==> src/rtl/inst_fetch_bridge_pkg.sv <==
// Shared constants and state type for the instruction-fetch bridge.
// NOP_INST is the RISC-V canonical NOP (addi x0, x0, 0).
package inst_fetch_bridge_pkg;

    localparam int          DEF_ADDR_WIDTH = 32;
    localparam int          DEF_INST_WIDTH = 32;
    localparam logic [31:0] NOP_INST       = 32'h0000_0013;
    localparam logic        STOP           = 1'b1;
    localparam int          STALL_IF_ID    = 1;

    typedef enum logic [1:0] {
        S_IDLE    = 2'd0,
        S_REQ     = 2'd1,
        S_HOLD    = 2'd2,
        S_DISCARD = 2'd3
    } fetch_state_t;

endpackage

==> src/rtl/inst_fetch_bridge.sv <==
// Single-outstanding instruction-fetch responder between the PC stage and the
// instruction bus, with flush cancellation and a bus-timeout watchdog.
//
// state   | meaning
// IDLE    | no read outstanding; may issue a fetch this cycle
// REQ     | read outstanding, result will be delivered to IF/ID
// HOLD    | delivered instruction frozen while IF/ID is stalled
// DISCARD | read outstanding after a flush; result will be dropped
module inst_fetch_bridge
    import inst_fetch_bridge_pkg::*;
#(
    parameter int ADDR_WIDTH = DEF_ADDR_WIDTH,
    parameter int INST_WIDTH = DEF_INST_WIDTH,
    parameter int MAX_WAIT   = 255
) (
    input  logic                  clk_i,
    input  logic                  rst_i,
    input  logic [ADDR_WIDTH-1:0] pc_i,
    input  logic                  ce_i,
    input  logic                  flush_i,
    input  logic [5:0]            stall_i,
    output logic                  ibus_req_o,
    output logic [ADDR_WIDTH-1:0] ibus_addr_o,
    input  logic                  ibus_ack_i,
    input  logic [INST_WIDTH-1:0] ibus_data_i,
    output logic [INST_WIDTH-1:0] inst_o,
    output logic                  inst_valid_o,
    output logic                  stall_req_o,
    output logic                  misalign_o,
    output logic                  bus_err_o
);

    localparam int CW = $clog2(MAX_WAIT + 1);
    localparam logic [INST_WIDTH-1:0] NOP_W = INST_WIDTH'(NOP_INST);

    fetch_state_t          state_q, state_d;
    logic                  req_q, req_d;
    logic [ADDR_WIDTH-1:0] addr_q, addr_d;
    logic [INST_WIDTH-1:0] inst_q, inst_d;
    logic                  valid_q, valid_d;
    logic                  stall_q, stall_d;
    logic                  mis_q, mis_d;
    logic                  err_q, err_d;
    logic [CW-1:0]         cnt_q, cnt_d;

    logic                  accept_fetch;
    logic                  if_id_stop;
    logic                  timeout;
    logic                  unused_stall_bits;

    assign if_id_stop        = (stall_i[STALL_IF_ID] == STOP);
    // This cycle is the MAX_WAIT-th one without ack.
    assign timeout           = (cnt_q == CW'(MAX_WAIT - 1));
    assign unused_stall_bits = ^{stall_i[5:2], stall_i[0]};

    always_comb begin
        state_d      = state_q;
        req_d        = req_q;
        addr_d       = addr_q;
        inst_d       = inst_q;
        valid_d      = valid_q;
        cnt_d        = cnt_q;
        mis_d        = 1'b0;
        err_d        = 1'b0;
        accept_fetch = 1'b0;

        case (state_q)
            S_IDLE: accept_fetch = 1'b1;
            S_HOLD: begin
                if (flush_i) begin
                    state_d = S_IDLE;
                    inst_d  = NOP_W;
                    valid_d = 1'b0;
                end else if (!if_id_stop) begin
                    accept_fetch = 1'b1;
                end
            end
            S_REQ: begin
                if (ibus_ack_i) begin
                    req_d = 1'b0;
                    if (flush_i) begin
                        state_d = S_IDLE;
                        valid_d = 1'b0;
                    end else begin
                        inst_d  = ibus_data_i;
                        valid_d = 1'b1;
                        state_d = if_id_stop ? S_HOLD : S_IDLE;
                    end
                end else if (timeout) begin
                    // A flush on the timeout cycle already cancelled the fetch.
                    req_d   = 1'b0;
                    state_d = S_IDLE;
                    valid_d = 1'b0;
                    if (!flush_i) begin
                        err_d  = 1'b1;
                        inst_d = NOP_W;
                    end
                end else begin
                    cnt_d   = cnt_q + CW'(1);
                    valid_d = 1'b0;
                    if (flush_i) state_d = S_DISCARD;
                end
            end
            S_DISCARD: begin
                valid_d = 1'b0;
                if (ibus_ack_i || timeout) begin
                    req_d   = 1'b0;
                    state_d = S_IDLE;
                end else begin
                    cnt_d = cnt_q + CW'(1);
                end
            end
            default: state_d = S_IDLE;
        endcase

        if (accept_fetch) begin
            state_d = S_IDLE;
            valid_d = 1'b0;
            if (ce_i) begin
                if (pc_i[1:0] != 2'b00) begin
                    mis_d  = 1'b1;
                    inst_d = NOP_W;
                end else if (!flush_i) begin
                    addr_d  = pc_i;
                    req_d   = 1'b1;
                    cnt_d   = '0;
                    state_d = S_REQ;
                end
            end
        end

        stall_d = (state_d == S_REQ) || (state_d == S_DISCARD);
    end

    always_ff @(posedge clk_i) begin
        if (rst_i) begin
            state_q <= S_IDLE;
            req_q   <= 1'b0;
            addr_q  <= '0;
            inst_q  <= NOP_W;
            valid_q <= 1'b0;
            stall_q <= 1'b0;
            mis_q   <= 1'b0;
            err_q   <= 1'b0;
            cnt_q   <= '0;
        end else begin
            state_q <= state_d;
            req_q   <= req_d;
            addr_q  <= addr_d;
            inst_q  <= inst_d;
            valid_q <= valid_d;
            stall_q <= stall_d;
            mis_q   <= mis_d;
            err_q   <= err_d;
            cnt_q   <= cnt_d;
        end
    end

    assign ibus_req_o   = req_q;
    assign ibus_addr_o  = addr_q;
    assign inst_o       = inst_q;
    assign inst_valid_o = valid_q;
    assign stall_req_o  = stall_q;
    assign misalign_o   = mis_q;
    assign bus_err_o    = err_q;

endmodule

==> config.mk <==
export PLATFORM = sky130hd
export DESIGN_NAME = inst_fetch_bridge
export DESIGN_NICKNAME = d
export VERILOG_FILES = /design/src/rtl/inst_fetch_bridge_pkg.sv /design/src/rtl/inst_fetch_bridge.sv
export SDC_FILE = /design/constraint.sdc
export NUM_CORES = 1
export LEC_CHECK = 0
export CAP_MARGIN = 30
export CORE_MARGIN = 10
export CORE_UTILIZATION = 43
export DETAILED_ROUTE_END_ITERATION = 16
export PLACE_DENSITY = 0.84
export SYNTH_ARGS = -nofsm -noshare
export SYNTH_HDL_FRONTEND = slang
export SYNTH_SLANG_ARGS = --single-unit
==> constraint.sdc <==
create_clock -name clk_i -period 4.45 [get_ports clk_i]
set_clock_uncertainty 0.2 [all_clocks]
set_input_delay 0.89 -clock clk_i [delete_from_list [all_inputs] [get_ports clk_i]]
set_output_delay 0.89 -clock clk_i [all_outputs]
set_load 0.02 [all_outputs]
==> flow_metrics.py, run 1 <==
metrics = {
    "status": {
        "status": "finished, final reports clean",
    },
    "floorplan": {
        "die_area_um2": 10700,
        "io_pins": 144,
        "die_w_um": 103,
        "initial_core_util_pct": 44.1,
        "core_um2": 6760,
        "die_h_um": 103,
        "rows": 30,
    },
    "worst_setup_path": {
        "ff2ff_setup_slack_ns": 1.93,
        "crit_chain": "clkdlybuf4s50_1, nand2b_1, nand3_1, o21ai_0, a21oi_1",
        "r2r-end": "inst_o[8]",
        "crit_family": "simple AND/OR/NAND/NOR gates",
        "crit_arrival_ns": 2.99,
        "cp.required_ns": 4.47,
        "criticalPathCategory": "in -> reg",
        "critPathMaxFanout": 29,
        "cp-start-kind": "primary input",
        "cp_num_buf_inv": 1,
        "cp-end-kind": "register",
        "rr_worst_depth": 6,
        "slowest_stage": "nand3_1",
        "cp_slowest_stage_delay_ns": 0.70,
    },
    "place": {
        "hpwl_um": 7090,
        "place_congestion": 0.809,
        "placed_area_um2": 4400,
        "io_buffers": 138,
    },
    "route": {
        "drt-initial-drc-count": 94,
        "vias_per_cell": 5.36,
        "ant_nets": 0,
        "drc": 0,
        "wl_per_cell_um": 17.6,
        "vias": 2857,
        "first_pass_iters": 4,
        "totalWireLength_um": 9400,
    },
    "power_and_ir_drop": {
        "pwr_density_cell_nw_per_um2": 296,
        "switching_share_pct": 22.7,
        "power_frac_clock_pct": 39.1,
        "p_sw_uw": 310,
        "seq_power_share_pct": 51.9,
        "p_int_mw": 1.05,
        "leakage_nw": 1.64,
        "p_total_mw": 1.36,
        "irDropWorstVdd_uv": 212,
        "combPwrFrac_pct": 9.0,
    },
    "clocking": {
        "cts_sinks": 78,
        "htree_levels": 3,
        "worstSkewPairLatency_ns": 0.35,
        "cts.clk_slew.worst_paths_ns": 0.08,
        "ctsHoldBuffers": 0,
        "numCtsBuffers": 9,
        "post_cts_buffers": 0,
        "cts_resized": 0,
        "clockRootBuffer": "clkbuf_8",
        "clockBufferDepth": 2,
        "cts_tree": "yes",
    },
    "global_route": {
        "grt_max_degree": 33,
        "antenna_found_initial": 0,
        "grt_usage_pct": 17.0,
        "grt-ovfl-total": 0,
        "grt_pass1_vias": 2803,
        "grt_pass1_wl_um": 14200,
    },
    "sta": {
        "worst_pin_slew_ns": 0.997,
        "hold_viol_final": 0,
        "fin_crit_sh_pct": 66.8,
        "setup_viol": 0,
        "relSlewSlack_pct": 33.3,
        "fin_crit_ns": 2.97,
        "finalSetupTns_ns": 0,
        "fmax_ghz": 0.337,
        "drv_slew": 0,
        "rsz0062_at_grt": "no",
    },
    "yosys": {
        "synth_edf_count": 0,
        "syn_nets": 398,
        "synth_cells": 317,
        "netlist_area_um2": 2980,
        "synth_top_area_share_pct": 52.4,
        "async_flop_share_pct": 0,
        "ys.warnings.count": 0,
        "ys_types": 39,
        "syn_area_per_cell_um2": 9.40,
        "ys_seq_area_share_pct": 52.4,
        "synth_top_cell_by_area": "dfxtp_1",
        "synth-main-ff-cell": "dfxtp_1",
        "synth.area.top_cells": "dfxtp_1, a22o_1, a21oi_1, o21ai_0, nand2_1",
        "synth_seq_cells": 78,
    },
    "min_path": {
        "hold_class": "reg -> reg",
        "worstHoldPathCells": 2,
        "min_to": "inst_o[20]",
        "hold_start": "inst_o[20]",
    },
    "finish": {
        "fin_area_um2": 4600,
        "num-nets-final": 529,
        "diodes": 0,
        "layout_common_cells": "clkdlybuf4s50_1, dfxtp_1, nand2_1",
        "layout_commonest_cell": "clkdlybuf4s50_1",
        "drive_above_1_share_pct": 5.96,
        "fill_cells": 543,
        "area_delta_synth_final_pct": 54.6,
    },
    "flow_run": {
        "cap_violations": 0,
    },
}
## final cells by class
cell class	count	area, µm²	area share, %
clock buffers	11	141	3.07
clock inverters	5	58.8	1.28
inverters	9	33.8	0.734
multi-input cells	207	1270	27.6
flip-flops and latches	78	1560	33.9
well taps	80	100	2.17
repair buffers	143	1440	31.2
## metal layers
| metal | wire length [µm] | up-vias | track usage (%) | part of all wire (%) |
|---|---|---|---|---|
| met5 | 0 | - | 0 | 0 |
| met1 | 3760 | 1345 | 18.4 | 40 |
| met2 | 4540 | 98 | 28.8 | 48 |
| li1 | - | 1403 | - | - |
| met3 | 989 | 11 | 7.84 | 11 |
| met4 | 111 | 0 | 5.88 | 1.2 |
## stage by stage
step	util [%]	cells	setup slack, ns	hold slack [ns]
global route	68.1	533	1.29	0.295
global placement	64.8	516	1.17	0.248
CTS	68.1	533	1.48	0.273
detailed placement	65.2	517	1.11	0.260
floorplan	-	317	2.09	0.231
finish	68.1	533	1.48	0.276
## synthesized netlist by cell type, types with 4 or more instances
library cell and count:
dfxtp_1 78, nand2_1 38, a21oi_1 37, o21ai_0 33
a22o_1 30, buf_2 11, inv_1 9, clkbuf_1 8
nor2_1 7, ha_1 6, and3_1 5, a211oi_1 4
nand3b_1 4, nor3_1 4, o21ai_1 4
## worst register-to-register path, cell delays in order (launching register included)
cell and delay [ns]:
dfxtp_1 0.43, inv_1 0.10, ha_1 0.30, nand2b_1 0.13, nand3_1 0.70, o21ai_0 0.42, a21oi_1 0.11
## cell families (layout without fill, tap and decap cells)
logic type | after synthesis | count (layout) | share of synthesized area (%)
compound gates | 121 | 121 | 25.8
fa+ha+maj | 6 | 6 | 2.52
buf+inv | 32 | 168 | 5.29
flops | 78 | 78 | 52.4
simple gates | 79 | 79 | 13.7
xor+xnor | 1 | 1 | 0.294
## state kept, by name, indices dropped and copies added (netlist names), named ones only
register,flops
cnt_q,8
misalign_o,1
bus_err_o,1
inst_o,32
state_q,1
inst_valid_o,1
ibus_addr_o,32
ibus_req_o,1
## power groups by stage
stage / registers [mW] / clock network (mW) / logic (mW)
2_1_floorplan: 0.733 / 0 / 0.0313
3_3_place_gp: 0.725 / 0 / 0.120
3_5_place_dp: 0.725 / 0 / 0.122
4_1_cts: 0.708 / 0.549 / 0.123
5_1_grt: 0.709 / 0.580 / 0.130
6_report: 0.708 / 0.534 / 0.122
## how the worst max path moves through the flow
| stage | from | cells after the start | to | slack [ns] |
|---|---|---|---|---|
| finish | flush_i | 5 | inst_o[8] | 1.48 |
| global route | flush_i | 5 | inst_o[6] | 1.29 |
| CTS | flush_i | 5 | inst_o[8] | 1.48 |
| detailed placement | flush_i | 5 | inst_o[8] | 1.11 |
| global placement | flush_i | 5 | inst_o[12] | 1.17 |
| floorplan | flush_i | 7 | ibus_addr_o[10] | 2.09 |
No activity file was read; power rests on OpenSTA's default activity.
==> run 2, diff against run 1 <==
- CORE_UTILIZATION: 43 -> 40
- PLACE_DENSITY: 0.84 -> 0.79
- clock period: 4.45 -> 2.9 ns (I/O delays scaled with it)
==> run 2 against run 1 <==
Clock power rose by 40%; critical path depth rose by 2; first-iteration DRC count fell by 21%; combinational power rose by 57%; hold slack barely moved; count of clock-buffer cells in the layout fell by 2; register-to-register slack got worse by 1.4 ns; cell count rose by 3.9%; core utilization fell by 4.5 points; critical path type is now reg -> reg; largest power group unchanged; highest routed layer unchanged.
==> flow_metrics.py, run 2 (synthesis gave the netlist of run 1 again) <==
metrics = {
    "clocking": {
        "worstSkewPairLatency_ns": 0.36,
        "numCtsBuffers": 9,
        "cts_sinks": 78,
        "ctsHoldBuffers": 0,
        "post_cts_buffers": 0,
        "clockRootBuffer": "clkbuf_8",
        "cts.clk_slew.worst_paths_ns": 0.09,
        "cts_resized": 0,
        "clockBufferDepth": 2,
        "cts_tree": "yes",
        "htree_levels": 3,
    },
    "worst_setup_path": {
        "cp-end-kind": "register",
        "cp-start-kind": "register",
        "crit_arrival_ns": 2.46,
        "criticalPathCategory": "reg -> reg",
        "critPathMaxFanout": 20,
        "cp.required_ns": 3.01,
    },
    "finish": {
        "drive_above_1_share_pct": 6.59,
        "layout_commonest_cell": "clkdlybuf4s50_1",
        "fin_area_um2": 4620,
        "num-nets-final": 531,
        "fill_cells": 632,
        "diodes": 0,
        "area_delta_synth_final_pct": 55.0,
        "layout_common_cells": "clkdlybuf4s50_1, dfxtp_1, nand2_1",
    },
    "global_route": {
        "grt_pass1_wl_um": 14800,
        "grt_pass1_vias": 2832,
        "grt_max_degree": 33,
        "antenna_found_initial": 0,
        "grt_usage_pct": 16.3,
        "grt-ovfl-total": 0,
    },
    "route": {
        "drt-initial-drc-count": 74,
        "totalWireLength_um": 9450,
        "vias": 2867,
        "drc": 0,
        "wl_per_cell_um": 17.1,
        "first_pass_iters": 6,
        "ant_nets": 0,
        "vias_per_cell": 5.18,
    },
    "sta": {
        "fin_crit_ns": 2.35,
        "rsz0062_at_grt": "no",
        "hold_viol_final": 0,
        "worst_pin_slew_ns": 0.491,
        "relSlewSlack_pct": 67.3,
        "fin_crit_sh_pct": 81.0,
        "finalSetupTns_ns": 0,
        "postLayoutSetupSlackWorst_ns": 0.552,
        "fmax_ghz": 0.426,
        "drv_slew": 0,
        "setup_viol": 0,
    },
    "power_and_ir_drop": {
        "pwr_density_cell_nw_per_um2": 439,
        "irDropWorstVdd_uv": 268,
        "p_total_mw": 2.03,
        "leakage_nw": 1.63,
    },
    "floorplan": {
        "die_w_um": 106,
        "rows": 31,
        "die_area_um2": 11300,
        "die_h_um": 106,
        "io_pins": 144,
        "core_um2": 7250,
        "initial_core_util_pct": 41.1,
    },
    "place": {
        "placed_area_um2": 4440,
        "pre_cts_slack_ns": 0.225,
        "hpwl_um": 7080,
        "place_congestion": 0.774,
        "io_buffers": 138,
    },
    "flow_run": {
        "cap_violations": 0,
    },
    "min_path": {
        "hold_class": "reg -> reg",
        "hold_start": "inst_o[9]",
    },
    "status": {
        "status": "finished, final reports clean",
    },
}
-- run 2: cell types whose count changed in the layout (fill, tap and decap cells not counted) --
cell and delta:
clkinvlp_4 +1, clkinv_2 -1, buf_12 +1, clkinv_4 +1, bufinv_16 -1, clkbuf_1 -1, inv_6 +2, buf_16 -1
clkbuf_8 -1, buf_4 +2
-- run 2: worst max-delay path: stages, from the launching register on --
cell and delay [ns]:
dfxtp_1 0.44, inv_1 0.10, ha_1 0.29, nor3b_4 0.20, o211ai_2 0.23, and2_1 0.46
buf_12 0.22, a22o_1 0.16
-- run 2: worst paths after layout --
path / end / slack [ns] / depth (start not counted)
worst min register to register: inst_o[9] / 0.28 / 2
worst max register to register: ibus_addr_o[15] / 0.55 / 7
worst min-delay path: inst_o[9] / 0.28 / 2
worst max-delay path: ibus_addr_o[15] / 0.55 / 7
-- run 2: layout make-up --
class | instances | area (µm²) | area share [%]
clock buffer | 9 | 124 | 2.68
clock inverter | 7 | 57.6 | 1.25
inverter | 9 | 33.8 | 0.732
multi-input combinational | 207 | 1270 | 27.5
sequential | 78 | 1560 | 33.8
tap | 99 | 124 | 2.68
timing repair buffer | 145 | 1450 | 31.3
-- run 2: per-stage QoR --
step | instances | hold slack [ns] | utilization, %
finish | 554 | 0.275 | 63.7
global route | 554 | 0.291 | 63.7
CTS | 554 | 0.276 | 63.7
detailed placement | 538 | 0.263 | 61.2
global placement | 538 | 0.247 | 61.2
floorplan | 317 | 0.231 | -
-- run 2: report_power, final --
group | total (mW) | internal, mW | switching (mW)
registers | 1.09 | 1.08 | 0.00619
clock network | 0.749 | 0.319 | 0.430
logic | 0.191 | 0.118 | 0.0728
total | 2.03 | 1.52 | 0.509
-- run 2: per-layer routing --
metal  routed length (µm)  vias to the layer above  part of all wire (%)  global-route usage (%)
li1                     -                     1403                     -                       -
met1                 3730                     1336                    40                    16.7
met2                 4560                      112                    48                    27.1
met3                  926                       16                   9.8                    8.09
met4                  233                        0                   2.5                    7.93
met5                    0                        -                     0                       0
==> run 3, diff against run 2 <==
- CORE_UTILIZATION: 40 -> 36
- PLACE_DENSITY: 0.79 -> 0.75
- clock period: 2.9 -> 2.1 ns (I/O delays scaled with it)
==> run 3 against run 2 <==
Power increased by 46%; fmax increased by 17%; clock power increased by 56%; via count increased by 1.6%; count of clock-buffer cells in the layout unchanged; worst setup slack got worse by 0.46 ns; global-route usage decreased by 1.7 points; register-to-register slack got worse by 0.46 ns; design area increased by 4.1%; cell count increased by 3.2%; sequential share of layout area decreased by 1.3 points.
==> flow_metrics.py, run 3 (synthesis gave the netlist of run 1 again) <==
metrics = {
    "global_route": {
        "grt-ovfl-total": 0,
        "grt_pass1_vias": 2917,
        "grt_max_degree": 33,
        "antenna_found_initial": 0,
        "grt_usage_pct": 14.5,
        "grt_pass1_wl_um": 15000,
    },
    "sta": {
        "setup_viol": 0,
        "drv_slew": 0,
        "fin_crit_sh_pct": 95.5,
        "fin_crit_ns": 2.01,
        "worst_pin_slew_ns": 0.345,
        "fmax_ghz": 0.498,
        "hold_viol_final": 0,
        "relSlewSlack_pct": 76.9,
        "whs_ns": 0.274,
        "rsz0062_at_grt": "no",
    },
    "route": {
        "wl_per_cell_um": 16.4,
        "vias_per_cell": 5.09,
        "drt-initial-drc-count": 78,
        "ant_nets": 0,
        "totalWireLength_um": 9370,
        "vias": 2912,
        "drc": 0,
        "first_pass_iters": 4,
    },
    "clocking": {
        "cts_tree": "yes",
        "post_cts_buffers": 0,
        "cts.clk_slew.worst_paths_ns": 0.09,
        "clockBufferDepth": 2,
        "cts_sinks": 78,
        "numCtsBuffers": 9,
        "worstSkewPairLatency_ns": 0.35,
        "clockRootBuffer": "clkbuf_8",
        "htree_levels": 3,
    },
    "worst_setup_path": {
        "criticalPathCategory": "reg -> reg",
        "crit_arrival_ns": 2.10,
        "cp_slowest_stage_delay_ns": 0.49,
        "cp-end-kind": "register",
        "critPathMaxFanout": 6,
        "cp-start-kind": "register",
        "crit_chain": "inv_1, ha_1, and3_1, a21o_1, or4_1, nand3b_1",
        "slowest_stage": "or4_1",
        "cp.required_ns": 2.19,
    },
    "place": {
        "io_buffers": 138,
        "place_congestion": 0.804,
        "hpwl_um": 7020,
        "placed_area_um2": 4600,
    },
    "finish": {
        "diodes": 0,
        "layout_commonest_cell": "clkdlybuf4s50_1",
        "area_delta_synth_final_pct": 61.3,
        "num-nets-final": 543,
        "fin_area_um2": 4810,
        "layout_common_cells": "clkdlybuf4s50_1, dfxtp_1, nand2_1",
        "drive_above_1_share_pct": 9.21,
    },
    "floorplan": {
        "io_pins": 144,
        "core_um2": 8130,
        "rows": 33,
        "die_area_um2": 12300,
        "initial_core_util_pct": 36.6,
        "die_w_um": 111,
        "die_h_um": 111,
    },
    "power_and_ir_drop": {
        "leakage_nw": 1.74,
        "pwr_density_cell_nw_per_um2": 615,
        "irDropWorstVdd_uv": 307,
    },
    "min_path": {
        "hold_class": "reg -> reg",
    },
    "flow_run": {
        "cap_violations": 0,
    },
    "status": {
        "status": "finished, final reports clean",
    },
}
[run 3: cell count changes in the layout (fill, tap and decap cells not counted), moves of 2 or more]
cell and change:
clkinv_4 -2, buf_4 +7, clkinvlp_4 -2, buf_12 +5
[run 3: stage by stage]
step,std cells,TNS (ns),util (%),power (mW),setup WS (ns)
floorplan,317,0,-,1.62,0.0470
global placement,556,-8.53,56.5,1.81,-0.167
detailed placement,556,-9.15,56.5,1.82,-0.196
CTS,572,0,59.0,3.00,0.0258
global route,572,0,59.1,3.07,0.00395
finish,572,0,59.1,2.96,0.0936
[run 3: layer usage]
metal,track usage (%),routed length [µm],up-vias
met3,7.58,976,13
met1,15.9,3840,1361
li1,-,-,1430
met5,0,0,-
met2,23.7,4430,108
met4,4.51,134,0
[run 3: path summary, 6_finish.rpt]
kind	slack, ns	cells after the start	to	from
setup / recovery	0.09	6	register	cnt_q[0]
hold / removal	0.27	2	inst_o[30]	inst_o[30]
setup reg to reg	0.09	6	register	cnt_q[0]
hold reg to reg	0.27	2	inst_o[30]	inst_o[30]
[run 3: worst max-delay path, delay by kind of cell (launching register included)]
kind | cells | cell delay, ns
AND/OR/NAND/NOR | 3 | 0.85
buffers and inverters | 1 | 0.06
AO/OA/AOI/OAI | 1 | 0.24
flip-flops | 1 | 0.40
adder cells (fa/ha/maj) | 1 | 0.21
[run 3: report_power, final]
| part | total, mW | internal, mW | switching (mW) |
|---|---|---|---|
| logic | 0.282 | 0.178 | 0.104 |
| clock network | 1.17 | 0.568 | 0.606 |
| registers | 1.50 | 1.49 | 0.00831 |
| total | 2.96 | 2.24 | 0.718 |
[run 3: final cells by class]
| class | count | area (µm²) |
|---|---|---|
| fillers | 690 | 3330 |
| repair buffers | 157 | 1600 |
| flip-flops and latches | 78 | 1560 |
| multi-input cells | 207 | 1270 |
| well taps | 105 | 131 |
| clock buffers | 9 | 124 |
| clock inverters | 7 | 80.1 |
| inverters | 9 | 33.8 |
[run 3: timing repair]
| item | 4_1_cts | 5_1_grt |
|---|---|---|
| resized for setup | 0 | 2 |
| setup endpoints to repair | 0 | 3 |
| hold buffers | 0 | 0 |
